File: config.mk
export PLATFORM = sky130hd
export DESIGN_NAME = obufds_serializer
export DESIGN_NICKNAME = d
export VERILOG_FILES = /design/src/rtl/obufds_serializer.sv
export SDC_FILE = /design/constraint.sdc
export NUM_CORES = 1
export LEC_CHECK = 0
export ABC_AREA = 0
export BUFFER_PORTS_ARGS = -buffer_cell sky130_fd_sc_hd__clkbuf_2
export CORE_MARGIN = 2
export CORE_UTILIZATION = 48
export CTS_CLUSTER_DIAMETER = 50
export DETAILED_ROUTE_END_ITERATION = 10
export PLACE_DENSITY = 0.73
export REMOVE_ABC_BUFFERS = 1
export SLEW_MARGIN = 20
export SYNTH_ARGS = -nofsm -noshare
export SYNTH_HDL_FRONTEND = slang
export SYNTH_SLANG_ARGS = --single-unit
File: constraint.sdc
create_clock -name CLK -period 1.5 [get_ports CLK]
set_input_delay 0.3 -clock CLK [delete_from_list [all_inputs] [get_ports CLK]]
set_output_delay 0.3 -clock CLK [all_outputs]
set_load 0.1 [all_outputs]
File: src/rtl/obufds_serializer.sv
// Parallel-to-serial transmit stage feeding the I input of an OBUFDS-style buffer.
// Words arrive on a valid/ready handshake and leave one bit per clock, with an optional idle gap.
module obufds_serializer #(
  parameter int unsigned WIDTH      = 8,
  parameter bit          MSB_FIRST  = 1'b1,
  parameter int unsigned GAP_CYCLES = 1,
  parameter bit          IDLE_LEVEL = 1'b0
) (
  input  logic             CLK,
  input  logic             RST,
  input  logic [WIDTH-1:0] DIN,
  input  logic             DIN_VALID,
  output logic             DIN_READY,
  output logic             SDO,
  output logic             TX_EN,
  output logic             BUSY,
  output logic             DONE
);

  localparam int unsigned CntW     = $clog2(WIDTH);
  localparam bit          NoGap    = (GAP_CYCLES == 0);
  localparam logic [3:0]  GapInit  = 4'(NoGap ? 0 : GAP_CYCLES - 1);
  localparam logic [CntW-1:0] CntInit = CntW'(WIDTH - 1);

  typedef enum logic [1:0] {StIdle, StShift, StGap} state_e;

  state_e          state_q, state_d;
  logic [WIDTH-1:0] shift_q, shift_d;
  logic [CntW-1:0] bit_cnt_q, bit_cnt_d;
  logic [3:0]      gap_cnt_q, gap_cnt_d;
  logic            sdo_q, sdo_d;
  logic            tx_en_q, tx_en_d;
  logic            last_bit;
  logic            accept;

  assign last_bit = (state_q == StShift) && (bit_cnt_q == '0);

  // Ready only at word boundaries so the next word follows without a bubble.
  assign DIN_READY = !RST && ((state_q == StIdle) ||
                              (last_bit && NoGap) ||
                              ((state_q == StGap) && (gap_cnt_q == '0)));
  assign accept    = DIN_VALID && DIN_READY;

  always_comb begin
    state_d   = state_q;
    shift_d   = shift_q;
    bit_cnt_d = bit_cnt_q;
    gap_cnt_d = gap_cnt_q;
    sdo_d     = IDLE_LEVEL;
    tx_en_d   = 1'b0;

    unique case (state_q)
      StShift: begin
        if (!last_bit) begin
          bit_cnt_d = bit_cnt_q - CntW'(1);
          sdo_d     = MSB_FIRST ? shift_q[WIDTH-1] : shift_q[0];
          shift_d   = MSB_FIRST ? (shift_q << 1) : (shift_q >> 1);
          tx_en_d   = 1'b1;
        end else if (!NoGap) begin
          state_d   = StGap;
          gap_cnt_d = GapInit;
        end else begin
          state_d = StIdle;
        end
      end
      StGap: begin
        if (gap_cnt_q != '0) begin
          gap_cnt_d = gap_cnt_q - 4'd1;
        end else begin
          state_d = StIdle;
        end
      end
      default: state_d = StIdle;
    endcase

    // First bit goes straight to the output register; the rest wait in shift_q.
    if (accept) begin
      state_d   = StShift;
      bit_cnt_d = CntInit;
      sdo_d     = MSB_FIRST ? DIN[WIDTH-1] : DIN[0];
      shift_d   = MSB_FIRST ? (DIN << 1) : (DIN >> 1);
      tx_en_d   = 1'b1;
    end
  end

  always_ff @(posedge CLK) begin
    if (RST) begin
      state_q   <= StIdle;
      shift_q   <= '0;
      bit_cnt_q <= '0;
      gap_cnt_q <= '0;
      sdo_q     <= IDLE_LEVEL;
      tx_en_q   <= 1'b0;
    end else begin
      state_q   <= state_d;
      shift_q   <= shift_d;
      bit_cnt_q <= bit_cnt_d;
      gap_cnt_q <= gap_cnt_d;
      sdo_q     <= sdo_d;
      tx_en_q   <= tx_en_d;
    end
  end

  assign SDO   = sdo_q;
  assign TX_EN = tx_en_q;
  assign BUSY  = (state_q != StIdle);
  assign DONE  = last_bit;

endmodule
Word level (Yosys, flattened, before mapping)
Index checks and enable logic that the tools add are counted.

cells by class
  add/sub/neg operators = 2
  multiplexer cells = 19
  reduce and logical (&&, ||, !) cells = 18
  equality and inequality tests = 8

operator list
  kind                   number
  $mux W8                3
  $mux W3                3
  $mux W4                2
  $pmux W4 S2            1
  $mux W1                7
  $ne A3 B3 Y1 const B   2
  $reduce_and A2 Y1      3
  $reduce_bool A2 Y1     3
  $logic_and A1 B1 Y1    4
  $logic_not A4 Y1       1
  $mux W2                2
  $ne A2 B1 Y1 const B   2
  $ne A2 B2 Y1 const B   2
  $pmux W2 S2            1
  $reduce_bool A4 Y1     1
  $sub A4 B1 Y4 const B  1
  $logic_not A3 Y1       1
  $reduce_and A3 Y1      1
  $sub A3 B1 Y3 const B  1
  $eq A2 B1 Y1 const B   1
  $eq A2 B2 Y1 const B   1
  $logic_not A2 Y1       1
  $reduce_or A2 Y1       1
  $logic_not A1 Y1       1
  $logic_or A1 B1 Y1     1

word-level totals
  flip-flop bits (word level) = 18
  bits of input ports = 11
  output and inout bits = 5

Depth between registers and ports, before layout
Gate-level depths: netlist (run 1).

  depth after elaboration = 7
  gate-level depth with buffers = 6
  depth with buffers taken out = 5

Worst setup path after synthesis (run 1)
OpenSTA, ideal clock, no wires.

  path type = reg2out
  from = register gap_cnt_q[0]
  to = output DIN_READY
  stages on the path, launching flop included = 6
  path slack = -2.128 ns
  data arrival time = 3.328 ns
  cells stage by stage = dfxtp_1 > inv_1 > ha_1 > or3b_1 > clkbuf_1 > a211oi_1

on the way
  cells in the longest elaborated chain, start to end = 4

RTL lines
  element                   line  source
  start: declaration        30    logic [3:0] gap_cnt_q, gap_cnt_d;
  start signal: assignment  98    gap_cnt_q <= gap_cnt_d;
  $logic_not A4 Y1          41    ((state_q == StGap) && (gap_cnt_q == '0)));
  $logic_and A1 B1 Y1       41
  $logic_or A1 B1 Y1        40    (last_bit && NoGap) ||
  $logic_and A1 B1 Y1       39    assign DIN_READY = !RST && ((state_q == StIdle) ||
  end: declaration          13    output logic DIN_READY,

Every way passes these cells.

Final worst setup path (run 1)
Same ends and word-level chain as after synthesis.

==> key figures, run 1 <==
Status
  – Outcome: complete, but fails checks
  – Failing checks: negative setup slack

STA
  – Endpoints failing setup: 13
  – Achievable frequency: 0.489 GHz
  – Slew @ Worst Pin: 0.537 ns
  – Post-route clock period utilization: 136%
  – Final setup margin: -0.544 ns
  – Clk_skew: 0.0119 ns
  – Max transition margin: 64.4%
  – Final Hold Viols: 0
  – Min cycle time layout: ~2.0 ns
  – Max-slew violations: 0
  – RSZ-0062 raised after global routing: yes

Layout
  – Most common cell after layout, fill and taps aside: buf_4
  – Most frequent cells in the layout: buf_4, dfxtp_1, clkbuf_2
  – Share of layout cells above drive strength 1: 59.7%
  – Antenna cells: 0
  – Fin util: 81.2%
  – Layout area overhead: 64.3%
  – Layout Nets: 171
  – Cell area after layout: 1540 um2
  – Finished Layout Cells: 181
  – Filler instances: 113

Power
  – Tot Pwr: 1.25 mW
  – Pwr per Cell Area: 809 nW/um2
  – Leakage power: 0.603 nW
  – Maximum vdd drop: between 700 and 800 uV

Place
  – Placer congestion estimate: 0.808
  – I/O Buffers: 15
  – Placed Cells: about 170
  – Placed Area: 1210 um2
  – DPL Wire Length: 1.70 mm
  – Worst slack at placement: -0.311 ns

Worst hold path
  – HP Start: DIN[7]
  – Hold path depth: 3
  – Hold worst-path end: SDO$_SDFF_PP0_
  – HP Class: in2reg

Yosys
  – Syn Inst Count: about 110
  – Post-synthesis average cell area: 8.47 um2
  – Synth warn: 0
  – Register bit total from synthesis: 18
  – Netlist Area Pre-Place: between 900 and 1000 um2
  – Register area share after synthesis: 38.3%
  – Netlist cell types: 26

Drt
  – DRT iter0 DRCs: 43
  – Wirelength, routed: approximately 3.4 mm
  – # DRC: 0
  – WL/cell: 18.9 um
  – Via count: 1,104
  – Routed Antenna Nets: 0
  – Vias per inst: 6.10
  – 1st-pass router iterations: 7

Global routing
  – Largest net degree at the start of global routing: 20
  – Vias in the first global route: 998
  – Initial antenna violation count: 0
  – Aggregate global-route resource usage: 25.9%
  – Global route overflow: 0
  – First-pass GRT wire length: 4.13 mm

Clock network
  – CTS Buf Count: 3
  – Root Buffer: clkbuf_4
  – CTS sink count: 18
  – CTS clk-pin slew, worst paths: 0.11 ns
  – Worst skew pair latency: around 0.31 ns
  – CTS tree: done
  – Clk buf depth: 2
  – H-tree level count: 1

Critical path
  – Critical path class: reg2out
  – Max FO, Critical Path: 2
  – Reg2Reg Capture Point: gap_cnt_q[1]$_SDFFE_PP0P_
  – RR Startpoint: gap_cnt_q[0]$_SDFFE_PP0P_
  – Worst r2r path cells: 8
  – Required @ worst endpoint: 1.20 ns
  – Crit start category: flop
  – Critical path arrival: 1.74 ns
  – CP endpoint kind: primary output
  – FF-to-FF setup slack: -0.18 ns

Floorplanning
  – Initial Util: 49.4%
  – Die Y: 48.2 um
  – Core ar.: 1900 um2
  – Site row count: 16
  – Die area: between 2000 and 2500 um2
  – Die X: between 40 and 50 um
  – # IOs: 16

Flow run
  – Max Cap Viol: 0
[state kept, by name (all words and copies together), names as in the netlist]
signal,flops
state_q,2
gap_cnt_q,4
bit_cnt_q,3
TX_EN,1
SDO,1
shift_q,7
[metal layers]
layer | share of wire [%] | wire (um) | global-route usage, % | vias up
met2 | 52 | 1780 | 44.5 | 60
met4 | 3.4 | 117 | 11.4 | 0
li1 | - | - | - | 499
met5 | 0 | 0 | 0 | -
met1 | 37 | 1280 | 29.8 | 529
met3 | 7.3 | 249 | 7.04 | 16
[power by group]
| part | internal [mW] | switching [mW] |
|---|---|---|
| logic | 0.184 | 0.270 |
| registers | 0.515 | 0.0293 |
| clock network | 0.0939 | 0.157 |
| total | 0.793 | 0.456 |
[worst max path at each step]
stage | from | endpoint | slack (ns) | cells past startpoint
finish | gap_cnt_q[0]$_SDFFE_PP0P_ | DIN_READY | -0.54 | 6
global route | gap_cnt_q[0]$_SDFFE_PP0P_ | DIN_READY | -0.59 | 6
CTS | gap_cnt_q[0]$_SDFFE_PP0P_ | DIN_READY | -0.51 | 6
detailed placement | gap_cnt_q[1]$_SDFFE_PP0P_ | DIN_READY | -0.31 | 6
global placement | gap_cnt_q[0]$_SDFFE_PP0P_ | DIN_READY | -0.20 | 6
floorplan | gap_cnt_q[0]$_SDFFE_PP0P_ | DIN_READY | -2.09 | 4
[cells by family after synthesis]
family	after synthesis	share of synthesized area (%)
flops	18	38.3
buf+inv	17	7.19
mux	1	1.07
compound gates	40	27.3
fa+ha+maj	4	5.33
simple gates	31	20.8
[critical path, stage by stage, from the launching register on]
cell and delay, ns:
dfxtp_2 0.35, inv_4 0.07, ha_4 0.12, or3b_4 0.38, a211oi_2 0.20, buf_4 0.15, buf_12 0.16
[stage by stage]
step / hold WS (ns) / TNS, ns
after floorplan: 0.369 / -2.79
after global placement: 0.472 / -0.228
after detailed placement: 0.473 / -0.726
after CTS: 0.257 / -0.753
after global routing: 0.265 / -2.17
final: 0.256 / -1.52
[Yosys cell counts, drive strengths merged]
master,instances,area share [%]
a211oi,9,7.2
a21oi,6,3.2
a311oi,6,5.6
a31oi,3,2.0
buf,5,2.4
clkbuf,4,1.6
clkinv,1,0.40
dfxtp,18,38
ha,4,5.3
inv,7,2.8
mux2i,1,1.1
nand2,2,0.80
nand2b,5,3.3
nand3,9,4.8
nand4bb,1,1.2
nor2b,5,3.3
nor3b,1,1.3
o211ai,3,2.4
o21ai,13,6.9
or2,1,0.67
or3,3,2.0
or3b,1,0.93
or4,3,2.4
[repair_timing]
| item | in CTS | in global routing |
|---|---|---|
| setup buffers | 8 | 3 |
| pin swaps | 6 | 6 |
| resized for setup | 26 | 31 |
| hold buffers | 0 | 0 |
| setup endpoints to repair | 12 | 18 |
| cloned | 0 | 2 |
[final cells by class]
type	count	area, um2	area share [%]
repair buffers	49	399	25.9
flip-flops and latches	18	370	24.0
clock buffers	3	22.5	1.46
well taps	27	33.8	2.19
inverters	8	32.5	2.11
multi-input cells	76	686	44.4
Note: power is estimated with default switching activity, not from simulation.
==> run 2: changes to the inputs <==
--- a/config.mk
+++ b/config.mk
@@ -9,6 +9,7 @@
 export BUFFER_PORTS_ARGS = -buffer_cell sky130_fd_sc_hd__clkbuf_2
 export CORE_MARGIN = 2
 export CORE_UTILIZATION = 48
+export CTS_BUF_LIST = sky130_fd_sc_hd__clkbuf_8 sky130_fd_sc_hd__clkbuf_16
 export CTS_CLUSTER_DIAMETER = 50
 export DETAILED_ROUTE_END_ITERATION = 10
 export PLACE_DENSITY = 0.73
@@ -17,3 +18,4 @@
 export SYNTH_ARGS = -nofsm -noshare
 export SYNTH_HDL_FRONTEND = slang
 export SYNTH_SLANG_ARGS = --single-unit
+export TNS_END_PERCENT = 5
==> key figures, run 2 (synthesized netlist as in run 1, its figures left out) <==
Status
  – Outcome: complete, but fails checks
  – Failing checks: negative setup slack

STA
  – Setup_tns: -0.889 ns (+0.632 ns)
  – Slew @ Worst Pin: 0.537 ns (+0.000117 ns)
  – Final setup margin: -0.474 ns (+0.0697 ns)
  – Final Hold Viols: 0 (unchanged)
  – Max transition margin: 64.4% (about the same)
  – Min cycle time layout: 1.97 ns (-0.0697 ns)
  – Max-slew violations: 0 (unchanged)
  – Post-route clock period utilization: 132% (-4.6 points)
  – Hold WS: 0.306 ns (+0.0496 ns)
  – Endpoints failing setup: 10 (-3)
  – RSZ-0062 raised after global routing: yes
  – Clk_skew: 0.00568 ns (-0.00622 ns)
  – Achievable frequency: 0.507 GHz (+3.5%)

Layout
  – Layout area overhead: 39.9%
  – Filler instances: 153 (+35%)
  – Top reg by flops: shift_q
  – Most frequent cells in the layout: buf_4, dfxtp_1, clkbuf_2
  – Finished Layout Cells: 169 (-6.6%)
  – Antenna cells: 0 (unchanged)
  – Multi-input logic area: 559 um2 (-18%)
  – Layout Nets: 159 (-7.0%)
  – Max FFs per register: 7 (unchanged)
  – Fin util: 69.1% (-12 points)
  – Cell area after layout: 1320 um2 (-15%)
  – Most common cell after layout, fill and taps aside: buf_4
  – Register Area: 365 um2 (-1.4%)
  – Biggest regs: shift_q: 7 flops, gap_cnt_q: 4 flops, bit_cnt_q: 3 flops
  – Share of layout cells above drive strength 1: 40.8% (-19 points)

Drt
  – DRT iter0 DRCs: 34 (-21%)
  – Wirelength, routed: 2.59 mm (-24%)
  – Vias per inst: 5.83 (-4.3%)
  – Via count: 986 (-11%)
  – Routed Antenna Nets: 0 (unchanged)
  – # DRC: 0 (unchanged)
  – WL/cell: 15.3 um (-19%)
  – 1st-pass router iterations: 5 (-2)

Global routing
  – Global route overflow: 0 (unchanged)
  – Aggregate global-route resource usage: 23.6% (-2.3 points)
  – Vias in the first global route: 844 (-15%)
  – Initial antenna violation count: 0 (unchanged)
  – Largest net degree at the start of global routing: 20 (unchanged)
  – First-pass GRT wire length: 3.75 mm (-9.2%)

Clock network
  – Root Buffer: clkbuf_8
  – H-tree level count: 1 (unchanged)
  – Clk buf depth: 2 (unchanged)
  – CTS sink count: 18 (unchanged)
  – CTS Buf Count: 3 (unchanged)
  – CTS clk-pin slew, worst paths: 0.07 ns (-0.04 ns)
  – CTS tree: done
  – Cts hold-fix bufs: 0 (unchanged)
  – Worst skew pair latency: 0.25 ns (-0.06 ns)

Place
  – Worst slack at placement: -0.311 ns (unchanged)
  – Placed Cells: 165 (unchanged)
  – Placer congestion estimate: 0.808 (unchanged)
  – Placed Area: 1210 um2 (unchanged)
  – DPL Wire Length: 1.70 mm (unchanged)
  – I/O Buffers: 15 (unchanged)

Power
  – Tot Pwr: 1.24 mW (-0.92%)
  – Maximum vdd drop: 1020 uV (+38%)
  – Pwr per Cell Area: 941 nW/um2 (+16%)
  – Leakage power: 0.512 nW (-15%)

Floorplanning
  – Die X: 48.2 um (unchanged)
  – Core ar.: 1900 um2 (unchanged)
  – # IOs: 16 (unchanged)
  – Die area: 2330 um2 (unchanged)
  – Die Y: 48.2 um (unchanged)
  – Initial Util: 49.4% (unchanged)
  – Site row count: 16 (unchanged)

Critical path
  – Critical path arrival: 1.67 ns (-0.07 ns)
  – Crit start category: flop
  – CP endpoint kind: primary output
  – Critical path class: reg2out
  – Max FO, Critical Path: 2 (unchanged)
  – Required @ worst endpoint: 1.20 ns (about the same)

Worst hold path
  – HP Class: in2reg

Flow run
  – Max Cap Viol: 0 (unchanged)
==> run 2: routing by layer <==
metal / share of wire (%) / GRT usage (%) / vias up
met5: 0 / 0 / -
met4: 1.4 / 4.86 / 0
met3: 5.8 / 7.04 / 4
met2: 51 / 39.5 / 38
met1: 42 / 30.0 / 463
li1: - / - / 481
==> run 2: power breakdown <==
| group | switching [mW] | internal (mW) | leakage [nW] | total (mW) |
|---|---|---|---|---|
| sequential | 0.0250 | 0.515 | 0.150 | 0.540 |
| clock | 0.157 | 0.178 | 0.0216 | 0.335 |
| combinational | 0.227 | 0.135 | 0.340 | 0.362 |
==> run 2: path summary, 6_finish.rpt <==
kind         slack (ns)                       from                         to  cells after the start
min                0.31                     DIN[7]             SDO$_SDFF_PP0_                      3
max               -0.47  gap_cnt_q[0]$_SDFFE_PP0P_                  DIN_READY                      6
min reg2reg        0.48    shift_q[7]$_SDFFE_PP0P_             SDO$_SDFF_PP0_                      2
max reg2reg       -0.07  gap_cnt_q[1]$_SDFFE_PP0P_  gap_cnt_q[3]$_SDFFE_PP0P_                      5
==> run 2: worst max-delay path, stage by stage (launching register included) <==
cell	delay, ns
dfxtp_2	0.33
inv_2	0.08
ha_4	0.13
or3b_4	0.38
a211oi_2	0.19
buf_4	0.15
buf_12	0.16
==> run 2: area by class of cell <==
cell class | count | share of cell area, %
tap | 27 | 2.57
clock buffer | 3 | 3.14
sequential | 18 | 27.8
timing repair buffer | 37 | 21.7
multi-input combinational | 76 | 42.5
inverter | 8 | 2.28
==> run 2: what timing repair did <==
action                     4_1_cts  5_1_grt
resized for setup               16        2
gates cloned                     0        0
setup endpoints to repair       12       17
pin swaps                        3        1
buffers inserted                 1        0
